**src/rtl/cronometro_regressivo_multi_if.sv**
```systemverilog
// ---------------------------------------------------------------------------
// cronometro_regressivo_multi_if
// Purpose : groups the control inputs and display/buzzer outputs of the
//           countdown shot clock into one bundle. Clock and reset stay as
//           plain ports on the module itself.
// Signals :
//   reload      controller -> clock   level, loads the selected preset
//   sel_preset  controller -> clock   preset index, looked at on reset/reload
//   pause       controller -> clock   1 freezes count and prescaler
//   count       clock -> controller   seconds remaining
//   sec_tick    clock -> controller   one-cycle pulse on each decrement
//   expired     clock -> controller   high while sitting at zero
//   buzzer      clock -> controller   timed pulse starting at expiry
// Modports: master = controller side (testbench), slave = the clock block.
// ---------------------------------------------------------------------------
interface cronometro_regressivo_multi_if #(
  parameter int WIDTH = 5,
  parameter int SELW  = 1
) ();

  logic             reload;
  logic [SELW-1:0]  sel_preset;
  logic             pause;
  logic [WIDTH-1:0] count;
  logic             sec_tick;
  logic             expired;
  logic             buzzer;

  modport master (
    output reload,
    output sel_preset,
    output pause,
    input  count,
    input  sec_tick,
    input  expired,
    input  buzzer
  );

  modport slave (
    input  reload,
    input  sel_preset,
    input  pause,
    output count,
    output sec_tick,
    output expired,
    output buzzer
  );

endinterface

```
**src/rtl/cronometro_regressivo_multi.sv**
```systemverilog
// ---------------------------------------------------------------------------
// cronometro_regressivo_multi
// Purpose : countdown (shot) clock with NUM_PRESETS selectable starting
//           values, an internal prescaler that turns TICKS_PER_SEC clock
//           cycles into one count step, pause, reload and a buzzer pulse of
//           BUZZ_CYCLES cycles when the count reaches zero. One counter
//           serves every preset; the preset is chosen at reset/reload time.
// Ports   :
//   clock_in  in   single clock, everything updates on its rising edge
//   reset     in   synchronous, active-high
//   bus       slave modport of cronometro_regressivo_multi_if:
//             reload, sel_preset, pause in; count, sec_tick, expired,
//             buzzer out (all outputs come straight from registers)
// ---------------------------------------------------------------------------
module cronometro_regressivo_multi #(
  parameter int                           WIDTH         = 5,
  parameter int                           NUM_PRESETS   = 2,
  parameter logic [WIDTH*NUM_PRESETS-1:0] PRESETS       = {5'd24, 5'd14},
  parameter int                           TICKS_PER_SEC = 50_000_000,
  parameter int                           BUZZ_CYCLES   = 50_000_000
) (
  input logic                         clock_in,
  input logic                         reset,
  cronometro_regressivo_multi_if.slave bus
);

  localparam int SELW = (NUM_PRESETS > 1) ? $clog2(NUM_PRESETS) : 1;
  localparam int PW   = $clog2(TICKS_PER_SEC + 1);
  localparam int BW   = $clog2(BUZZ_CYCLES + 1);

  localparam logic [PW-1:0] PRESC_LAST = PW'(TICKS_PER_SEC - 1);
  localparam logic [BW-1:0] BUZZ_LAST  = BW'(BUZZ_CYCLES - 1);

  // The registered state only separates "still counting" from "expired".
  // RUN and HOLD are split combinationally from the live pause input so a
  // pause takes effect on the very edge it is sampled.
  typedef enum logic [1:0] {
    ST_RUN,
    ST_HOLD,
    ST_EXP
  } state_t;

  state_t           r_state;
  state_t           w_stateNext;
  state_t           w_mode;

  logic [WIDTH-1:0] r_count;
  logic [PW-1:0]    r_presc;
  logic             r_secTick;
  logic             r_expired;
  logic             r_buzzer;
  logic [BW-1:0]    r_buzzCnt;

  logic [WIDTH-1:0] w_countNext;
  logic [PW-1:0]    w_prescNext;
  logic             w_tickNext;
  logic             w_expNext;
  logic             w_buzzNext;
  logic [BW-1:0]    w_buzzCntNext;

  logic [WIDTH-1:0] w_preset;
  logic             w_presetZero;

  // Preset lookup. Out-of-range indices match no entry and fall back to
  // entry 0, which is the default loaded before the search.
  always_comb begin
    w_preset = PRESETS[WIDTH-1:0];
    for (int i = 0; i < NUM_PRESETS; i++) begin
      if (bus.sel_preset == SELW'(i)) begin
        w_preset = PRESETS[i*WIDTH +: WIDTH];
      end
    end
  end

  assign w_presetZero = (w_preset == '0);

  // Effective mode for this cycle: expired wins, otherwise pause picks HOLD.
  assign w_mode = (r_state == ST_EXP) ? ST_EXP :
                  (bus.pause ? ST_HOLD : ST_RUN);

  // Next-state and next-value logic. Reload outranks pause and counting;
  // the buzzer countdown runs regardless of pause and is only cut short
  // by reload (here) or reset (in the register block).
  always_comb begin
    w_stateNext   = r_state;
    w_countNext   = r_count;
    w_prescNext   = r_presc;
    w_tickNext    = 1'b0;
    w_expNext     = r_expired;
    w_buzzNext    = r_buzzer;
    w_buzzCntNext = r_buzzCnt;

    // Buzzer stays high for exactly BUZZ_CYCLES cycles: it is loaded with
    // BUZZ_CYCLES-1 and drops on the cycle after the counter hits zero.
    if (r_buzzer) begin
      if (r_buzzCnt == '0) begin
        w_buzzNext = 1'b0;
      end else begin
        w_buzzCntNext = r_buzzCnt - BW'(1);
      end
    end

    if (bus.reload) begin
      w_countNext   = w_preset;
      w_prescNext   = '0;
      w_expNext     = w_presetZero;
      w_buzzNext    = 1'b0;
      w_buzzCntNext = '0;
      w_stateNext   = w_presetZero ? ST_EXP : ST_RUN;
    end else begin
      unique case (w_mode)
        ST_RUN: begin
          if (r_presc == PRESC_LAST) begin
            w_prescNext = '0;
            w_countNext = r_count - WIDTH'(1);
            w_tickNext  = 1'b1;
            // Stepping from 1 to 0 is the only way into expiry with a buzz.
            if (r_count == WIDTH'(1)) begin
              w_expNext     = 1'b1;
              w_buzzNext    = 1'b1;
              w_buzzCntNext = BUZZ_LAST;
              w_stateNext   = ST_EXP;
            end
          end else begin
            w_prescNext = r_presc + PW'(1);
          end
        end
        ST_HOLD: begin
          // Count and partial second are both kept so resume picks up
          // exactly where the pause interrupted.
          w_prescNext = r_presc;
        end
        ST_EXP: begin
          w_countNext = '0;
          w_prescNext = '0;
        end
        default: begin
          w_stateNext = r_state;
        end
      endcase
    end
  end

  // State register. Reset loads the selected preset just like a reload,
  // and additionally clears the tick pulse.
  always_ff @(posedge clock_in) begin
    if (reset) begin
      r_state   <= w_presetZero ? ST_EXP : ST_RUN;
      r_count   <= w_preset;
      r_presc   <= '0;
      r_secTick <= 1'b0;
      r_expired <= w_presetZero;
      r_buzzer  <= 1'b0;
      r_buzzCnt <= '0;
    end else begin
      r_state   <= w_stateNext;
      r_count   <= w_countNext;
      r_presc   <= w_prescNext;
      r_secTick <= w_tickNext;
      r_expired <= w_expNext;
      r_buzzer  <= w_buzzNext;
      r_buzzCnt <= w_buzzCntNext;
    end
  end

  assign bus.count    = r_count;
  assign bus.sec_tick = r_secTick;
  assign bus.expired  = r_expired;
  assign bus.buzzer   = r_buzzer;

endmodule

```
**src/flat_wrapper.sv**
```systemverilog
// flat-port wrapper written by rule: the top's interface ports become plain ports
module cronometro_regressivo_multi_flat 
#(
  parameter int                           WIDTH         = 5,
  parameter int                           NUM_PRESETS   = 2,
  parameter logic [WIDTH*NUM_PRESETS-1:0] PRESETS       = {5'd24, 5'd14},
  parameter int                           TICKS_PER_SEC = 50_000_000,
  parameter int                           BUZZ_CYCLES   = 50_000_000
)
  (clock_in, reset, bus_reload, bus_sel_preset, bus_pause, bus_count, bus_sec_tick, bus_expired, bus_buzzer);
  cronometro_regressivo_multi_if #(.WIDTH(WIDTH), .SELW((1))) bus_i ();
  input logic clock_in;
  input logic reset;
  input wire logic [$bits(bus_i.reload)-1:0] bus_reload;
  input wire logic [$bits(bus_i.sel_preset)-1:0] bus_sel_preset;
  input wire logic [$bits(bus_i.pause)-1:0] bus_pause;
  output wire logic [$bits(bus_i.count)-1:0] bus_count;
  output wire logic [$bits(bus_i.sec_tick)-1:0] bus_sec_tick;
  output wire logic [$bits(bus_i.expired)-1:0] bus_expired;
  output wire logic [$bits(bus_i.buzzer)-1:0] bus_buzzer;
  assign bus_i.reload = bus_reload;
  assign bus_i.sel_preset = bus_sel_preset;
  assign bus_i.pause = bus_pause;
  assign bus_count = bus_i.count;
  assign bus_sec_tick = bus_i.sec_tick;
  assign bus_expired = bus_i.expired;
  assign bus_buzzer = bus_i.buzzer;
  cronometro_regressivo_multi #(.WIDTH(WIDTH), .NUM_PRESETS(NUM_PRESETS), .PRESETS(PRESETS), .TICKS_PER_SEC(TICKS_PER_SEC), .BUZZ_CYCLES(BUZZ_CYCLES)) u_core (.clock_in(clock_in), .reset(reset), .bus(bus_i));
endmodule
```
**config.mk**
```make
export PLATFORM = sky130hd
export DESIGN_NAME = cronometro_regressivo_multi_flat
export DESIGN_NICKNAME = d
export VERILOG_FILES = /design/src/rtl/cronometro_regressivo_multi_if.sv /design/src/rtl/cronometro_regressivo_multi.sv /design/src/flat_wrapper.sv
export SDC_FILE = /design/constraint.sdc
export NUM_CORES = 1
export LEC_CHECK = 0
export ABC_AREA = 1
export BUFFER_PORTS_ARGS = -buffer_cell sky130_fd_sc_hd__buf_2
export CORE_MARGIN = 2
export CORE_UTILIZATION = 55
export DETAILED_ROUTE_END_ITERATION = 10
export PLACE_DENSITY = 0.8
export SLEW_MARGIN = 40
export SYNTH_ARGS = -nofsm -noshare
export SYNTH_HDL_FRONTEND = slang
export SYNTH_SLANG_ARGS = --single-unit
```
**constraint.sdc**
```tcl
create_clock -name clock_in -period 5.6 [get_ports clock_in]
set_input_delay 0.28 -clock clock_in [delete_from_list [all_inputs] [get_ports clock_in]]
set_output_delay 0.28 -clock clock_in [all_outputs]
set_load 0.1 [all_outputs]
```
; After elaboration in Yosys (flattened, before gate mapping)
; Cells that the tools add are included.
[totals]
elab_cells = 59
inputBits = 5
regBits = 62
out_inout_bits = 8
[op_classes]
n_reduce_logical = 12
n_mux = 31
n_eq_ne = 5
bitwise = 1
n_addsub = 3
[ops]
columns = operator, n
row1 = $mux W26, 6
row2 = $pmux W26 S2, 1
row3 = $add A26 B1 Y26 const B, 1
row4 = $eq A26 B26 Y1 const B, 1
row5 = $logic_not A26 Y1, 1
row6 = $sub A26 B1 Y26 const B, 1
row7 = $mux W5, 4
row8 = $mux W2, 7
row9 = $mux W1, 12
row10 = $pmux W5 S2, 1
row11 = $reduce_bool A3 Y1, 3
row12 = $eq A5 B1 Y1 const B, 1
row13 = $logic_not A5 Y1, 1
row14 = $sub A5 B1 Y5 const B, 1
row15 = $eq A2 B2 Y1 const B, 2
row16 = $ne A4 B3 Y1 const B, 1
row17 = $reduce_bool A4 Y1, 1
row18 = $reduce_and A3 Y1, 1
row19 = $reduce_or A3 Y1, 1
row20 = $logic_not A2 Y1, 1
row21 = $reduce_and A2 Y1, 1
row22 = $reduce_bool A2 Y1, 1
row23 = $reduce_or A2 Y1, 1
row24 = $not A1 Y1, 1

; Longest topological paths before layout
; Gate-level depths: netlist of run 1.
[depth]
ltp_word = 6
depth_mapped = 14
mapped_depth_nobuf = 13

; Worst setup path before layout of run 1
; Ideal clock, no wire load.
[synth_timing]
kind = reg-to-reg
startpoint = reg u_core.r_state[1]
endpoint = reg u_core.r_count[0], in the netlist u_core.bus.count[0], enable pin
slack_ps = 3425
n_path_buf = 1
path_stages_with_launch = 6
required_ps = 5254
period_less_slack_ps = 2175
setup_ps = 346
arrival_ps = 1829
path_cell_list = edfxtp_1 > inv_1 > nand2_1 > inv_1 > clkbuf_1 > o21ai_1
[synth_via]
elab_chain_cells = 5
word_cells_on_any_way = 7
classes_between = eq/ne (3) / mux (1) / reduce/logical (3)
[synth_lines]
columns = element, line_no
row1 = from (decl), cronometro_regressivo_multi.sv:43  ; state_t r_state;
row2 = from (signal assigned), cronometro_regressivo_multi.sv:148  ; r_state <= w_presetZero ? ST_EXP : ST_RUN;
row3 = from (signal assigned), cronometro_regressivo_multi.sv:156  ; r_state <= w_stateNext;
row4 = $eq A2 B2 Y1 *, cronometro_regressivo_multi.sv:78  ; assign w_mode = (r_state == ST_EXP) ? ST_EXP :
row5 = $mux W2 *, cronometro_regressivo_multi.sv:78
row6 = $logic_not A2 Y1 / $eq A2 B2 Y1 (equally long branches), cronometro_regressivo_multi.sv:111  ; unique case (w_mode)
row7 = $ne A4 B3 Y1 (no source line) / $reduce_bool A4 Y1 (equally long branches), n/a
row8 = $reduce_and A2 Y1 (no source line) *, n/a
row9 = to (signal assigned), cronometro_regressivo_multi.sv:149  ; r_count <= w_preset;
row10 = to (signal assigned), cronometro_regressivo_multi.sv:157  ; r_count <= w_countNext;
row11 = to (decl), cronometro_regressivo_multi.sv:47  ; logic [WIDTH-1:0] r_count;
; Mark *: on every way between the ends. The rest lies on a longest branch, timed or not.
; A chain may end at the register's enable or synchronous reset.

; Worst setup path in the final report of run 1
[layout_timing]
startpoint = reg u_core.r_presc[20]
endpoint = reg u_core.r_count[0], in the netlist u_core.bus.count[0], enable pin
[layout_via]
elab_chain_cells = 3
[layout_lines]
columns = element, line_no
row1 = from (decl), cronometro_regressivo_multi.sv:48  ; logic [PW-1:0] r_presc;
row2 = from (signal assigned), cronometro_regressivo_multi.sv:158  ; r_presc <= w_prescNext;
row3 = $eq A26 B26 Y1, cronometro_regressivo_multi.sv:113  ; if (r_presc == PRESC_LAST) begin
row4 = $ne A4 B3 Y1 (no source line), n/a
row5 = $reduce_and A2 Y1 (no source line), n/a
; Every way passes these cells.

==> results of run 1 <==
stage by stage:
stage | total power, uW | hold WS (ns) | utilization
finish | 872 | 0.143 | 0.619
global placement | 529 | 0.466 | 0.592
global route | 899 | 0.154 | 0.619
CTS | 876 | 0.139 | 0.619
detailed placement | 531 | 0.479 | 0.592
floorplan | 515 | 0.359 | -
logic make-up (layout without fill, tap and decap cells):
kind of cell             Yosys count  count (layout)  share of synthesized area
flip-flops                        60              60                      0.340
buffers and inverters             98             112                      0.105
XOR/XNOR                           7               7                     0.0165
AND/OR/NAND/NOR                  354             354                      0.432
adder cells (fa/ha/maj)            4               4                     0.0135
AO/OA/AOI/OAI                     64              64                     0.0930
cells in the mapped netlist, types with 6 or more instances:
cell type	n	area [um^2]
a21oi_1	31	155
clkbuf_1	8	30.0
dfxtp_1	54	1080
edfxtp_1	6	180
inv_1	74	278
inv_2	9	33.8
nand2_1	163	612
nand2_2	6	37.5
nand3_1	56	280
nand4_1	13	81.3
nor2_1	71	267
nor2_2	11	68.8
nor3_1	14	70.1
o21ai_0	12	60.1
o21ai_1	11	55.1
layout make-up:
type,count,area (um^2)
Clock buffer,14,163
Clock inverter,2,10.0
Fill cell,589,2440
Inverter,83,312
Multi-Input combinational cell,429,2070
Sequential cell,60,1260
Tap cell,77,96.3
Timing Repair Buffer,13,67.6
per-layer routing:
metal	wire length, um	GRT usage	vias to the layer above
met5	0	0	-
met2	3880	0.372	112
met1	4070	0.331	1651
li1	-	-	1888
met3	509	0.0371	12
met4	111	0.0795	0
report_power, final:
part	leakage (uW)	internal, uW	switching, uW	total, uW
clock	0.0000905	184	166	350
combinational	0.00125	14.1	63.2	77.3
sequential	0.000497	439	4.78	444
flip-flops by register name (all words and copies together) (netlist names):
register             flops
u_core.bus.buzzer        1
u_core.r_state           1
u_core.bus.sec_tick      1
u_core.r_buzzCnt        26
u_core.r_presc          26
u_core.bus.count         5
worst max path at each step:
stage / to / slack [ns] / cells past startpoint
6_report: u_core.bus.count[0]$_SDFFCE_PP0P_ / 3.52 / 6
3_3_place_gp: u_core.bus.count[2]$_DFFE_PP_ / 3.41 / 7
5_1_grt: u_core.bus.count[3]$_SDFFCE_PP1P_ / 3.33 / 7
3_5_place_dp: u_core.bus.count[2]$_DFFE_PP_ / 3.52 / 6
4_1_cts: u_core.bus.count[0]$_SDFFCE_PP0P_ / 3.51 / 6
2_1_floorplan: u_core.bus.count[0]$_SDFFCE_PP0P_ / 3.43 / 5
==> results.yml, run 1 <==
status:
  status: "finished clean"
critical_path:
  max_stage_delay_ns: 0.39
  critPathTopFamily: "simple AND/OR/NAND/NOR gates"
  crit_path_end_kind: "register"
  r2r_slack_ns: 3.52
  cp_cell_sequence: "inv_2, nor3_4, nand4_1, nor2_1, nor2_4, o21ai_1"
  rr_endpoint: "u_core.bus.count[0]$_SDFFCE_PP0P_"
  cp_max_fo: 24
  cp_slowest_cell: "dfxtp_1"
  worstPathRequired_ns: 5.59
  crit_path_start_kind: "register"
  startpoint: "u_core.r_presc[20]$_SDFFE_PP0P_"
  timing.rr.start: "u_core.r_presc[20]$_SDFFE_PP0P_"
  crit_type: "reg2reg"
  arrival_ns: 2.07
  path_buf_inv: 1
  rr_worst_depth: 6
logic_synthesis:
  synth_edf_count: 6
  ys_ff_latch: 60
  synth_cell_types: 37
  synth_seq_area_share: 0.340
  synth_nets: 596
  yosysWarnings: 0
  ys.flop_type: "dfxtp_1"
  syn_area_um2: 3710
  synthesis.area_per_instance_um2: 6.33
  synthCells: 587
  synthArstFlopShare: 0
cells_and_area:
  final_common_cell: "nand2_1"
  nets: 605
  instances_no_fill: 678
  areaGrowthSynthToFinish_pct: 7.11
  antennaDiodeCount: 0
  layout_common_cells: "nand2_1, inv_1, nor2_1, nand3_1, dfxtp_1"
  drive_above_1_share: 0.110
  finalInstanceArea_um2: 3980
route:
  drc: 0
  drt.antenna.violating_nets: 0
  viasPerCell: 5.40
  num_vias: 3663
  drt-pass1-iter-count: 5
  routed_wl_um: 8570
  avgRoutedWirePerCell_um: 12.6
  drtIter0Drc: 329
hold_path:
  hp-class: "in2reg"
  holdPathStages: 2
  holdCritStartpoint: "bus_pause"
  hold_end: "u_core.bus.sec_tick$_SDFF_PP0_"
die:
  die_area_um2: 7430
  initial_core_util: 0.578
  coreArea_um2: 6420
  die_y_um: 86.2
  rows: 29
  fp.dieW_um: 86.2
  pin_count: 13
sta:
  post-route-min-period_ns: 2.08
  setup_viol: 0
  period_share: 0.372
  finalHoldViolCount: 0
  fin_skew_ns: 0.00646
  post-route-worst-setup-slack_ns: 3.52
  rsz0062_at_grt: "no"
  max_freq_mhz: 481
  finalSetupTns_ns: 0
  maxSlewViolCount: 0
  tightestPinTransition_ns: 0.783
  slew_headroom: 0.477
clock_network:
  hold_buffers: 0
  cts-root-buf: "clkbuf_8"
  clk_latency_ns: 0.33
  cts_num_sinks: 60
  cts_buffer_depth: 2
  postCtsSetupRepairBufs: 0
  htree_num_levels: 3
  cts_buffers: 9
  cts.clk_slew.worst_paths_ns: 0.07
  cts_tree: "built"
  cts-resized-gates: 0
placed_design:
  dp_hpwl_um: 6060
  placed_area_um2: 3800
  pre_cts_slack_ns: 3.52
  place_congestion: 0.912
  dpl.cell_count: 662
  port_buffers: 12
global_route:
  grt_max_degree: 33
  grt_usage: 0.236
  antenna_found_initial: 0
  grt_pass1_vias: 3230
  overflow: 0
  grt_pass1_wl_um: 14300
power:
  p_per_area_nw_per_um2: 219
  total_leakage_power_uw: 0.00184
  vdd_drop_max_v: 0.000116
flow_run:
  cap_violations: 0
(Power assumes the default switching activity.)
==> run 2, diff against run 1 <==
--- a/config.mk
+++ b/config.mk
@@ -10,7 +10,7 @@
 export CORE_MARGIN = 2
 export CORE_UTILIZATION = 55
 export DETAILED_ROUTE_END_ITERATION = 10
-export PLACE_DENSITY = 0.8
+export PLACE_DENSITY = 0.83
 export SLEW_MARGIN = 40
 export SYNTH_ARGS = -nofsm -noshare
 export SYNTH_HDL_FRONTEND = slang
==> constraint.sdc (replaced) <==
create_clock -name clock_in -period 1.8 [get_ports clock_in]
set_input_delay 0.09 -clock clock_in [delete_from_list [all_inputs] [get_ports clock_in]]
set_output_delay 0.09 -clock clock_in [all_outputs]
set_load 0.1 [all_outputs]
==> run 2 against run 1 <==
  * First-iteration DRC count down 17%
  * Sequential power rose to 3.1 times the previous value
  * Power rose to 3.6 times the previous value
  * Worst hold slack worse by 0.061 ns
  * Sequential share of layout area fell by 3.1 points
  * Die area did not move
  * Cell area rose by 11%
  * Combinational power grew to 3.5 times the previous value
  * Core utilization up 7.0 points
==> results.yml, run 2 (synthesis results as in run 1) <==
cells_and_area:
  areaGrowthSynthToFinish_pct: 19.2
  nets: 632
  n_fill_cell: 526
  layout_common_cells: "nand2_1, inv_1, nor2_1, dfxtp_1, nand3_1"
  antennaDiodeCount: 0
  utilization: 0.689
  drive_above_1_share: 0.194
  instances_no_fill: 705
  final_common_cell: "nand2_1"
global_route:
  grt_max_degree: 25
  antenna_found_initial: 0
  grt_pass1_vias: 3657
  grt_pass1_wl_um: 15900
  grt_usage: 0.265
  overflow: 0
placed_design:
  port_buffers: 12
  dp_hpwl_um: 6770
  pre_cts_slack_ns: -0.0205
  dpl.cell_count: 684
  place_congestion: 0.933
critical_path:
  crit_path_start_kind: "register"
  crit_type: "reg2reg"
  timing.rr.start: "u_core.r_presc[8]$_SDFFE_PP0P_"
  arrival_ns: 1.96
  crit_path_end_kind: "register"
  cp_max_fo: 18
  worstPathRequired_ns: 2.08
  startpoint: "u_core.r_presc[8]$_SDFFE_PP0P_"
clock_network:
  cts_tree: "built"
  cts_buffer_depth: 2
  htree_num_levels: 3
  cts_num_sinks: 60
  clk_latency_ns: 0.35
  cts_buffers: 9
  cts-root-buf: "clkbuf_8"
  cts.clk_slew.worst_paths_ns: 0.07
hold_path:
  hp-class: "in2reg"
  holdCritStartpoint: "bus_sel_preset"
power:
  power_switching_uw: 784
  intPower_uw: 2340
  seqPwrFrac: 0.443
  p_per_area_nw_per_um2: 706
  p_clk_frac: 0.472
  p_sw_frac: 0.251
  comb_power_share: 0.085
  total_power_uw: 3130
  total_leakage_power_uw: 0.00207
  vdd_drop_max_v: 0.000409
die:
  die_area_um2: 7430
  initial_core_util: 0.578
  die_y_um: 86.2
  coreArea_um2: 6420
  rows: 29
  fp.dieW_um: 86.2
  pin_count: 13
sta:
  whs_ns: 0.0825
  slew_headroom: 0.661
  max_freq_mhz: 594
  post-route-worst-setup-slack_ns: 0.117
  maxSlewViolCount: 0
  tightestPinTransition_ns: 0.509
  fin_skew_ns: 0.00859
  rsz0062_at_grt: "yes"
  post-route-min-period_ns: 1.68
  finalHoldViolCount: 0
  period_share: 0.935
  setup_viol: 0
route:
  num_vias: 3954
  drtIter0Drc: 272
  drc: 0
  routed_wl_um: 9610
  drt.antenna.violating_nets: 0
  drt-pass1-iter-count: 5
  avgRoutedWirePerCell_um: 13.6
  viasPerCell: 5.61
flow_run:
  cap_violations: 0
status:
  status: "finished clean"
## run 2: power by group through the flow
stage / combinational (uW) / sequential, uW / clock, uW
final: 267 / 1380 / 1470
after global routing: 283 / 1390 / 1550
after CTS: 264 / 1380 / 1480
after detailed placement: 261 / 1410 / 0
after global placement: 255 / 1410 / 0
after floorplan: 107 / 1510 / 0
## run 2: path summary, 6_finish.rpt
kind                                     endpoint  slack, ns  depth (start not counted)
hold / removal      u_core.bus.count[4]$_DFFE_PP_       0.08                          3
setup reg to reg  u_core.r_presc[17]$_SDFFE_PP0P_       0.12                         11
hold reg to reg    u_core.r_buzzCnt[9]$_SDFF_PP0_       0.50                          2
setup / recovery  u_core.r_presc[17]$_SDFFE_PP0P_       0.12                         11
## run 2: timing repair
item                                    in CTS  in global routing
hold endpoints to repair                     1                  0
hold buffers                                 1                  0
gates resized for setup                      3                 21
pin swaps                                    2                  5
endpoints found under the setup margin       6                 42
buffers inserted                             1                  3
## run 2: through the flow
stage / instance area [um^2] / setup TNS [ns]
after global placement: 4050 / 0
after global routing: 4430 / -0.0568
after detailed placement: 4050 / -0.0205
after floorplan: 3820 / -6.61
after CTS: 4310 / 0
final: 4430 / 0
## run 2: final cells by class
cell class	count	area [um^2]	share of cell area
multi-input cells	429	2250	0.507
clock buffers	11	131	0.0297
clock inverters	5	100	0.0226
repair buffers	40	277	0.0624
inverters	83	312	0.0704
well taps	77	96.3	0.0218
flip-flops and latches	60	1260	0.286
## run 2: worst max-delay path: stages (launching register included)
cell and delay (ns):
dfxtp_1 0.44, inv_2 0.06, nand2_1 0.14, nor3_1 0.07
nand3_1 0.13, nor2_4 0.06, nor2_4 0.20, buf_6 0.23
nand2_1 0.07, nand2_1 0.06, nand2_1 0.04, a21oi_1 0.12
## run 2: per-layer routing
layer	GRT usage	vias to the layer above	wire, um
met2	0.450	151	4700
li1	-	1949	-
met5	0	-	0
met1	0.322	1822	4070
met4	0.134	0	289
met3	0.0495	32	558
==> run 3, diff against run 2 <==
--- a/config.mk
+++ b/config.mk
@@ -5,12 +5,12 @@
 export SDC_FILE = /design/constraint.sdc
 export NUM_CORES = 1
 export LEC_CHECK = 0
-export ABC_AREA = 1
 export BUFFER_PORTS_ARGS = -buffer_cell sky130_fd_sc_hd__buf_2
 export CORE_MARGIN = 2
 export CORE_UTILIZATION = 55
 export DETAILED_ROUTE_END_ITERATION = 10
-export PLACE_DENSITY = 0.83
+export PLACE_DENSITY = 0.8
+export SETUP_SLACK_MARGIN = 0.05
 export SLEW_MARGIN = 40
 export SYNTH_ARGS = -nofsm -noshare
 export SYNTH_HDL_FRONTEND = slang
==> constraint.sdc (replaced) <==
create_clock -name clock_in -period 1.9 [get_ports clock_in]
set_input_delay 0.095 -clock clock_in [delete_from_list [all_inputs] [get_ports clock_in]]
set_output_delay 0.095 -clock clock_in [all_outputs]
set_load 0.1 [all_outputs]
==> run 3 against run 2 <==
  * The run now ends with negative setup slack left
  * Register-to-register slack got worse by 0.16 ns
  * Synthesized area shrank 13%
  * Clock skew grew 0.0036 ns
  * Core utilization is 9.7 points higher
  * Worst hold slack gained 0.0069 ns
  * Routed wire length grew 4.1%
  * Critical path depth is 4 lower
  * Flip-flop and latch count did not move
  * Global-route usage is 0.88 points higher
  * Non-clock buffer count grew 32
  * Largest power group is now sequential cells
  * Highest routed layer unchanged
==> results.yml, run 3 <==
status:
  status: "finished with violations"
  violations: "negative setup slack"
clock_network:
  clk_latency_ns: 0.35
  cts_num_sinks: 60
  cts_buffers: 9
  cts_tree: "built"
  cts-root-buf: "clkbuf_8"
  htree_num_levels: 3
  cts.clk_slew.worst_paths_ns: 0.07
  cts_buffer_depth: 2
sta:
  finalSetupTns_ns: -0.0706
  tightestPinTransition_ns: 0.492
  rsz0062_at_grt: "yes"
  post-route-min-period_ns: 1.94
  slew_headroom: 0.669
  period_share: 1.02
  maxSlewViolCount: 0
  finalHoldViolCount: 0
  post-route-worst-setup-slack_ns: -0.0391
  setup_viol: 5
  max_freq_mhz: 516
  fin_skew_ns: 0.0122
  whs_ns: 0.0894
cells_and_area:
  finalInstanceArea_um2: 4380
  drive_above_1_share: 0.381
  final_common_cell: "buf_4"
  layout_common_cells: "buf_4, dfxtp_1, nor2_1, nand2_1, xnor2_1"
  antennaDiodeCount: 0
  areaGrowthSynthToFinish_pct: 36.1
  nets: 450
power:
  total_power_uw: 2840
  total_leakage_power_uw: 0.00159
  vdd_drop_max_v: 0.000498
  p_per_area_nw_per_um2: 648
critical_path:
  cp_max_fo: 12
  crit_path_start_kind: "register"
  crit_type: "reg2reg"
  crit_path_end_kind: "register"
  arrival_ns: 2.19
  worstPathRequired_ns: 2.15
logic_synthesis:
  synth_most_common_cell: "dfxtp_1"
  synth_top_area_cell: "dfxtp_1"
  synth_nets: 385
  yosysWarnings: 0
  synth_seq_area_share: 0.392
  synthArstFlopShare: 0
  synthesis.area_per_instance_um2: 8.57
  yosys-top-cells-count: "dfxtp_1, a21oi_1, nor2_1, nand2_1, xnor2_1"
  ys.flop_type: "dfxtp_1"
  synth_top_area_share: 0.336
  synthTopCellsByArea: "dfxtp_1, xnor2_1, edfxtp_1"
  ys_ff_latch: 60
  synth_edf_count: 6
  synth_cell_types: 56
  synthCells: 376
  syn_area_um2: 3220
die:
  pin_count: 13
  die_y_um: 80.5
  fp.dieW_um: 80.5
  coreArea_um2: 5570
  rows: 27
  initial_core_util: 0.578
  die_area_um2: 6480
route:
  drc: 0
  drtIter0Drc: 516
  viasPerCell: 6.54
  num_vias: 3390
  routed_wl_um: 10000
  drt-pass1-iter-count: 8
  drt.antenna.violating_nets: 0
  avgRoutedWirePerCell_um: 19.3
placed_design:
  dp_hpwl_um: 5560
  placed_area_um2: 3690
  place_congestion: 0.949
  port_buffers: 12
flow_run:
  cap_violations: 0
hold_path:
  hp-class: "in2reg"
global_route:
  grt_pass1_vias: 3005
  antenna_found_initial: 0
  grt_pass1_wl_um: 13900
  grt_max_degree: 22
  overflow: 0
  grt_usage: 0.274
run 3: changes by cell type after synthesis, moves of 11 or more:
cell,previous run,this run
nor2_1,71,33
nand3_1,56,21
xnor2_1,2,23
a31oi_1,4,18
inv_1,74,12
o21ai_1,11,0
nand2_1,163,30
run 3: what timing repair did:
item / 4_1_cts / 5_1_grt
gates cloned: 0 / 3
gates resized for setup: 11 / 73
hold buffers: 0 / 0
setup endpoints to repair: 28 / 55
pin swaps: 3 / 28
setup buffers: 3 / 11
run 3: cell type report:
class	instances	area, um^2
Timing Repair Buffer	72	563
Multi-Input combinational cell	286	2180
Clock buffer	9	124
Inverter	12	45.0
Clock inverter	7	90.1
Fill cell	319	1190
Tap cell	72	90.1
Sequential cell	60	1290
run 3: worst max-delay path: stages (launching register included):
cell and delay (ns):
dfxtp_1 0.32, or4_4 0.51, buf_4 0.18, nor2_4 0.17, buf_8 0.18, a2111oi_4 0.09
xnor2_1 0.15, a21oi_1 0.23
run 3: path summary, 6_finish.rpt:
path,end,startpoint,cells after the start,slack [ns]
setup reg to reg,u_core.r_buzzCnt[19]$_SDFF_PP0_,u_core.r_buzzCnt[21]$_SDFF_PP0_,7,-0.04
hold reg to reg,u_core.r_presc[11]$_SDFFE_PP0P_,u_core.r_presc[11]$_SDFFE_PP0P_,2,0.49
setup / recovery,u_core.r_buzzCnt[19]$_SDFF_PP0_,u_core.r_buzzCnt[21]$_SDFF_PP0_,7,-0.04
hold / removal,u_core.bus.count[4]$_DFFE_PP_,bus_sel_preset,3,0.09
run 3: logic make-up (layout without fill, tap and decap cells):
logic type | count (synthesis) | count (layout) | synth area share
xor gates and xnor gates | 24 | 24 | 0.0653
and+or+nand+nor | 162 | 162 | 0.293
muxes | 4 | 4 | 0.0128
AOI/OAI and AO/OA | 91 | 92 | 0.179
adders and majority gates | 4 | 4 | 0.0155
buffers and inverters | 31 | 100 | 0.0427
DFF | 60 | 60 | 0.392
run 3: layer usage:
layer	track usage	share of wire	wire length, um
met1	0.340	0.39	3900
met2	0.458	0.50	5030
met3	0.0708	0.065	654
met4	0.100	0.043	427
met5	0	0	0
run 3: power by group:
part	switching [uW]	total, uW	leakage (uW)	internal (uW)
Combinational	185	244	0.000978	59.0
Clock	560	1290	0.000107	734
Sequential	14.0	1300	0.000507	1290
Total	759	2840	0.00159	2080
run 3: metrics by stage:
step                utilization  instances  setup WS, ns
floorplan                     -        376        -0.255
global placement          0.662        485        0.0467
detailed placement        0.662        485        0.0122
CTS                       0.715        504        0.0394
global route              0.787        518        -0.123
finish                    0.787        518       -0.0391
